`src/rtl/gpr_mp.sv`:
```
// gpr_mp: multi-port general-purpose register file for the MIPS core.
// NR combinational read ports, NW synchronous write ports, register 0 reads
// as zero, and a sequential clear engine that sweeps the file to zero after
// reset or on clr_req. While the sweep runs, writes are dropped and reads
// return zero.
//
// Optional feature: define GPR_MP_BYPASS_EN to forward same-cycle write data
// to matching read ports. Without it, reads show the stored contents only.
module gpr_mp #(
  parameter int NREG = 32,
  parameter int DW   = 32,
  parameter int NR   = 2,
  parameter int NW   = 1,
  parameter int AW   = $clog2(NREG)
) (
  input  logic             clk,
  input  logic             rst,
  input  logic [NR*AW-1:0] rd_addr,
  output logic [NR*DW-1:0] rd_data,
  input  logic [NW-1:0]    wr_en,
  input  logic [NW*AW-1:0] wr_addr,
  input  logic [NW*DW-1:0] wr_data,
  input  logic             clr_req,
  output logic             busy
);

  typedef enum logic {
    IDLE  = 1'b0,
    CLEAR = 1'b1
  } state_e;

  localparam logic [AW-1:0] LastReg = AW'(NREG - 1);
  localparam logic [AW-1:0] ZeroAddr = '0;

  state_e        state_q;
  logic [AW-1:0] ptr_q;
  logic          busy_q;

  logic [DW-1:0] regs_q [NREG];
  logic [DW-1:0] regs_d [NREG];

  logic [NR*DW-1:0] rdData_d;

  // Clear-engine FSM: reset or an idle clr_req starts a full sweep from
  // register 0; busy is registered alongside the state so that it has no
  // combinational dependence on clr_req.
  always_ff @(posedge clk) begin
    if (!rst) begin
      state_q <= CLEAR;
      ptr_q   <= '0;
      busy_q  <= 1'b1;
    end else begin
      case (state_q)
        IDLE: begin
          if (clr_req) begin
            state_q <= CLEAR;
            ptr_q   <= '0;
            busy_q  <= 1'b1;
          end
        end
        CLEAR: begin
          ptr_q <= ptr_q + AW'(1);
          if (ptr_q == LastReg) begin
            state_q <= IDLE;
            busy_q  <= 1'b0;
          end
        end
        default: begin
          state_q <= CLEAR;
          ptr_q   <= '0;
          busy_q  <= 1'b1;
        end
      endcase
    end
  end

  // Next contents of the file: the sweep owns the file while clearing;
  // otherwise the write ports apply in ascending order so the highest-index
  // port wins a collision, and address 0 is never written by a port.
  always_comb begin
    for (int r = 0; r < NREG; r++) begin
      regs_d[r] = regs_q[r];
    end
    if (rst) begin
      if (state_q == CLEAR) begin
        regs_d[ptr_q] = '0;
      end else begin
        for (int j = 0; j < NW; j++) begin
          if (wr_en[j] && (wr_addr[j*AW +: AW] != ZeroAddr)) begin
            regs_d[wr_addr[j*AW +: AW]] = wr_data[j*DW +: DW];
          end
        end
      end
    end
  end

  // Register storage; contents are only meaningful once a sweep has run,
  // so the array itself carries no reset.
  always_ff @(posedge clk) begin
    for (int r = 0; r < NREG; r++) begin
      regs_q[r] <= regs_d[r];
    end
  end

  // Combinational read ports: zero for address 0 or while sweeping,
  // optionally forwarding same-cycle write data with the highest port first.
  always_comb begin
    rdData_d = '0;
    for (int i = 0; i < NR; i++) begin
      if (!busy_q && (rd_addr[i*AW +: AW] != ZeroAddr)) begin
        rdData_d[i*DW +: DW] = regs_q[rd_addr[i*AW +: AW]];
`ifdef GPR_MP_BYPASS_EN
        for (int j = 0; j < NW; j++) begin
          if (wr_en[j] && (wr_addr[j*AW +: AW] == rd_addr[i*AW +: AW])) begin
            rdData_d[i*DW +: DW] = wr_data[j*DW +: DW];
          end
        end
`else
`endif
      end
    end
  end

  assign rd_data = rdData_d;
  assign busy    = busy_q;

endmodule

```
`config.mk`:
```
export PLATFORM = sky130hd
export DESIGN_NAME = gpr_mp
export DESIGN_NICKNAME = d
export VERILOG_FILES = /design/src/rtl/gpr_mp.sv
export SDC_FILE = /design/constraint.sdc
export NUM_CORES = 2
export LEC_CHECK = 0
export CAP_MARGIN = 10
export CORE_UTILIZATION = 63
export CTS_CLUSTER_DIAMETER = 150
export DETAILED_ROUTE_END_ITERATION = 8
export PLACE_DENSITY_LB_ADDON = 0.3
export SLEW_MARGIN = 20
export SYNTH_ARGS = -nofsm -noshare
export SYNTH_HDL_FRONTEND = slang
export SYNTH_SLANG_ARGS = --single-unit
```
`constraint.sdc`:
```
create_clock -name clk -period 3.7 [get_ports clk]
set_input_delay 0.74 -clock clk [delete_from_list [all_inputs] [get_ports clk]]
set_output_delay 0.74 -clock clk [all_outputs]
set_load 0.01 [all_outputs]
```
Word level (Yosys, flattened, before mapping)
Memories as Yosys holds them, arrays and structs flattened.
Index checks and enable logic that the tools add are counted.
{"block": "totals", "ff_bits": 7, "ramBits": 1024, "input_bits": 51, "out_inout_bits": 65, "word_cells": 45, "mem_count": 1}
{"name": "regs_q", "words": 32, "width": 32, "rd": 34, "rd_ports_with_merged_regs": 0, "wr": 32, "line": "39", "text": "logic [DW-1:0] regs_q [NREG];"}
{"block": "op_classes", "n_addsub": 1, "magnitude_cmp": 4, "eq_ne": 3, "muxes": 18, "bitwise": 5, "reduce_logical": 10}
{"cell": "1024-bit two-way mux", "n": 3}
{"cell": "1024-bit AND", "n": 1}
{"cell": "1024-bit bitwise mux", "n": 1}
{"cell": "1024-bit inverter", "n": 1}
{"cell": "32-bit demux with 5-bit select", "n": 2}
{"cell": "32-bit two-way mux", "n": 4}
{"cell": "5-bit nonzero test", "n": 3}
{"cell": "6-bit >= comparator (second input constant)", "n": 2}
{"cell": "6-bit by 1-bit less-than comparator with 1-bit output (second input constant)", "n": 2}
{"cell": "5-bit inverter with 6-bit output", "n": 2}
{"cell": "5-bit case mux with 2 select lines", "n": 1}
{"cell": "5-bit by 1-bit adder with 5-bit output (second input constant)", "n": 1}
{"cell": "5-bit equality test (second input constant)", "n": 1}
{"cell": "1-bit logical AND", "n": 5}
{"cell": "5-bit two-way mux", "n": 1}
{"cell": "1-bit two-way mux", "n": 4}
{"cell": "1-bit case mux with 2 select lines", "n": 2}
{"cell": "2-bit by 1-bit inequality test with 1-bit output (second input constant)", "n": 1}
{"cell": "2-bit inequality test (second input constant)", "n": 1}
{"cell": "2-bit AND reduction", "n": 1}
{"cell": "1-bit logical NOT", "n": 1}
{"cell": "1-bit inverter", "n": 1}

Depth between registers and ports, before layout
{"block": "logic_depth", "word_depth": 9, "depth_mapped": 9, "depth_no_buf": 5}

Worst setup path before layout
Ideal clock, no wire load.
{"block": "synth_timing", "kind": "input to output", "from": "input port rd_addr[1]", "to": "output port rd_data[16]", "t_arrival_ns": 2.227, "required_time_ns": 2.960, "slack_ns": 0.733, "stages": 7, "n_path_buf": 3, "cell_sequence": "buf_2 buf_4 clkbuf_1 mux4_2 a22o_1 a31oi_1 nand4_1"}
{"block": "synth_between", "elab_chain_cells": 3, "elab_cells_between_ends": 4}
{"element": "from (decl)", "line": "18", "text": "input logic [NR*AW-1:0] rd_addr,"}
{"element": "parallel branches: the longest is 2 deep, another holds memory read 32 x 32 bit"}
{"element": "32-bit two-way mux (*)", "line": "110", "text": "if (!busy_q && (rd_addr[i*AW +: AW] != ZeroAddr)) begin"}
{"element": "to (decl)", "line": "19", "text": "output logic [NR*DW-1:0] rd_data,"}
Every way passes the cells marked *.

Final worst setup path
{"block": "layout_timing", "from": "input port rd_addr[5]", "to": "output port rd_data[39]"}
The elaborated chain is that of the path after synthesis.

==> out/qor.yml <==
die_h_um: 309
layout-area-overhead-vs-synth_pct: 17.3
cts_hold_buf: 0
root_buffer: "clkbuf_16"
synth-compound-area-share_pct: 21.4
grtUsageTotal_pct: 47.6
drcViolationCount: 0
first_global_vias: 46660
synth_fp_nets: 4385
synth_fa_ha_area_share_pct: 0.106
worst_slack_ns: -0.0602
drive_above_1_share_pct: 28.9
violations: "negative setup slack"
final_cell_mix: "a22o_1, edfxtp_1, buf_4"
antenna_left: 0
port_buffers: 115
core_um2: 93200
crit_arrival_ns: 3.02
clkLatencyLatePin_ns: 0.74
cp-end-kind: "output port"
first_pass_iters: 7
ys_types: 54
ys_warn_count: 0
finalCritPeriodShare_pct: 102
htree_num_levels: 3
p_per_area_nw_per_um2: 424
via_per_inst: 8.43
routed_wl_mm: 229
crit_path_start_kind: "primary input"
overflow: 0
antenna_found_initial: 15
max-cap-violations: 0
layout_commonest_cell: "a22o_1"
gp_congestion: 0.990
hold_path_depth: 1
synthXorXnorAreaFrac_pct: 0
grt_pass1_wl_mm: 327
async_flop_share_pct: 0
start_util_pct: 63.5
crit_type: "in2out"
netlist_area_um2: 59200
report.final.slew_viol_count: 0
clk_pin_slew_ns: 0.06
tightest_slew_ns: 1.19
cts_sinks: 1031
synthSimpleGateAreaFrac_pct: 4.27
holdPathEnd: "regs_q[28][8]$_DFFE_PP_"
skew_ns: 0.0250
clockBufferDepth: 3
vias: 48994
die_width_um: 309
wl_per_cell_um: 39.3
r2r_start: "ptr_q[0]$_SDFFE_PN0P_"
drt-initial-drc-count: 9493
num_rows: 112
cts_tree: "built"
seq_area_frac_synth_pct: 52.2
slew_headroom_pct: 20.5
synth_top_family_by_area: "compound AO/OA/AOI/OAI gates"
path_max_fanout: 14
muxShareOfSynthArea_pct: 17.7
finalHoldViolations: 0
ys_seq_elements: 1031
pin_count: 116
crit_required_ns: 2.96
fmax_mhz: 266
synth_area_per_cell_um2: 13.7
power_leakage_uw: 0.0272
rrSetupSlack_ns: 1.21
r2r_end: "regs_q[25][20]$_DFFE_PP_"
dp_hpwl_mm: 147
finalSetupViolCount: 7
hold_start: "regs_q[28][8]$_DFFE_PP_"
total_power_uw: 29400
synth_edf_count: 1024
grt_start_max_net_pins: 75
min_period_ns: 3.76
fin_nets: 4518
grt_setup_unrepaired: "yes"
tns_ns: -0.192
cts_made_buffers: 108
floorplan.die_area_um2: 95200
reg2reg_depth: 7
worstHoldPathType: "reg2reg"
synthCells: 4329
status: "finished, violations left"
synth_flop_cell: "edfxtp_1"
vdd_drop_max_uv: 482
post-route-util_pct: 74.5
==> cell families (layout without fill, tap and decap cells) <==
| logic type | Yosys count | after routing |
|---|---|---|
| AO/OA/AOI/OAI | 1549 | 1549 |
| adder cells (fa/ha/maj) | 5 | 5 |
| buffers and inverters | 576 | 799 |
| flip-flops | 1031 | 1031 |
| multiplexers | 708 | 708 |
| other | 0 | 5 |
| AND/OR/NAND/NOR | 460 | 460 |
==> sequential cells by signal, indices dropped and copies added (netlist names) <==
name,count
busy,1
regs_q,1024
state_q,1
ptr_q,5
==> power by group <==
group          internal (uW)  switching [uW]  leakage [uW]
registers              13700             624        0.0101
clock network           6460            5000       0.00175
logic                   1760            1880        0.0153
total                  21900            7510        0.0272
==> routing by layer <==
| layer | up-vias | global-route usage (%) | part of all wire [%] |
|---|---|---|---|
| met2 | 5587 | 68.1 | 43 |
| li1 | 18422 | - | - |
| met4 | 22 | 24.4 | 6.2 |
| met1 | 23796 | 61.4 | 32 |
| met3 | 1167 | 21.2 | 19 |
| met5 | - | 0 | 0.053 |
==> per-stage QoR <==
stage,cells,setup slack (ns),instance area [um^2],hold WS (ns)
finish,5811,-0.0602,69400,0.598
global route,5806,-0.0540,69400,0.606
CTS,5788,-0.127,69200,0.594
detailed placement,5572,-0.365,65100,0.571
global placement,5571,-0.354,65000,0.569
floorplan,4329,0.733,59200,0.546
==> cell usage after synthesis (2+ instances only) <==
| cell type | instances | area (um^2) |
|---|---|---|
| nand2_1 | 69 | 259 |
| nand3b_1 | 3 | 22.5 |
| inv_1 | 3 | 11.3 |
| nand3_1 | 97 | 485 |
| mux2_2 | 194 | 2180 |
| buf_4 | 26 | 195 |
| mux2i_1 | 261 | 2610 |
| nor2b_1 | 111 | 694 |
| nand4_1 | 64 | 400 |
| nor4b_1 | 2 | 17.5 |
| o31a_1 | 32 | 280 |
| buf_2 | 161 | 806 |
| a22oi_1 | 161 | 1210 |
| buf_6 | 14 | 158 |
| buf_1 | 4 | 15.0 |
| nor2_1 | 40 | 150 |
| edfxtp_1 | 1024 | 30700 |
| nor2_2 | 4 | 25.0 |
| a211oi_1 | 65 | 488 |
| or2_1 | 2 | 12.5 |
| a21oi_1 | 15 | 75.1 |
| a41oi_1 | 3 | 26.3 |
| nor3b_1 | 2 | 15.0 |
| nand2b_1 | 6 | 37.5 |
| nor3_1 | 5 | 25.0 |
| or3_1 | 32 | 200 |
| and3b_1 | 2 | 17.5 |
| a31oi_1 | 47 | 294 |
| o22ai_1 | 65 | 407 |
| o21a_1 | 31 | 233 |
| and2_1 | 10 | 62.6 |
| dfxtp_1 | 7 | 140 |
| ha_1 | 5 | 62.6 |
| o21ai_0 | 70 | 350 |
| nor4bb_1 | 3 | 30.0 |
| mux4_2 | 252 | 5680 |
| clkbuf_1 | 365 | 1370 |
| a22o_1 | 1056 | 9250 |
==> area by class of cell <==
cell class	instances	area, um^2
repair buffers	595	6250
flip-flops and latches	1031	30900
inverters	4	15.0
diodes	5	12.5
clock buffers	133	2850
multi-input cells	2722	27100
fillers	5879	23800
well taps	1254	1570
clock inverters	67	754
==> critical path, stage by stage <==
cell,delay (ns)
buf_6,0.19
buf_12,0.20
buf_4,0.13
mux4_2,0.61
a22oi_1,0.27
o31a_1,0.22
nand4_1,0.13
clkdlybuf4s50_1,0.51
==> worst max-delay path by stage <==
| stage | depth (start not counted) | startpoint | to |
|---|---|---|---|
| after floorplan | 7 | rd_addr[1] | rd_data[16] |
| after global placement | 9 | rd_addr[4] | rd_data[23] |
| after detailed placement | 9 | rd_addr[4] | rd_data[23] |
| after CTS | 8 | rd_addr[3] | rd_data[6] |
| after global routing | 8 | rd_addr[5] | rd_data[39] |
| final | 8 | rd_addr[5] | rd_data[39] |
==> repair_timing <==
| action | 4_1_cts | 5_1_grt |
|---|---|---|
| endpoints found under the hold margin | 0 | 0 |
| pin swaps | 23 | 7 |
| setup endpoints to repair | 64 | 32 |
| resized for setup | 136 | 26 |
| setup buffers | 14 | 17 |
| gates cloned | 2 | 1 |
Power figures use the tool's default switching activity.
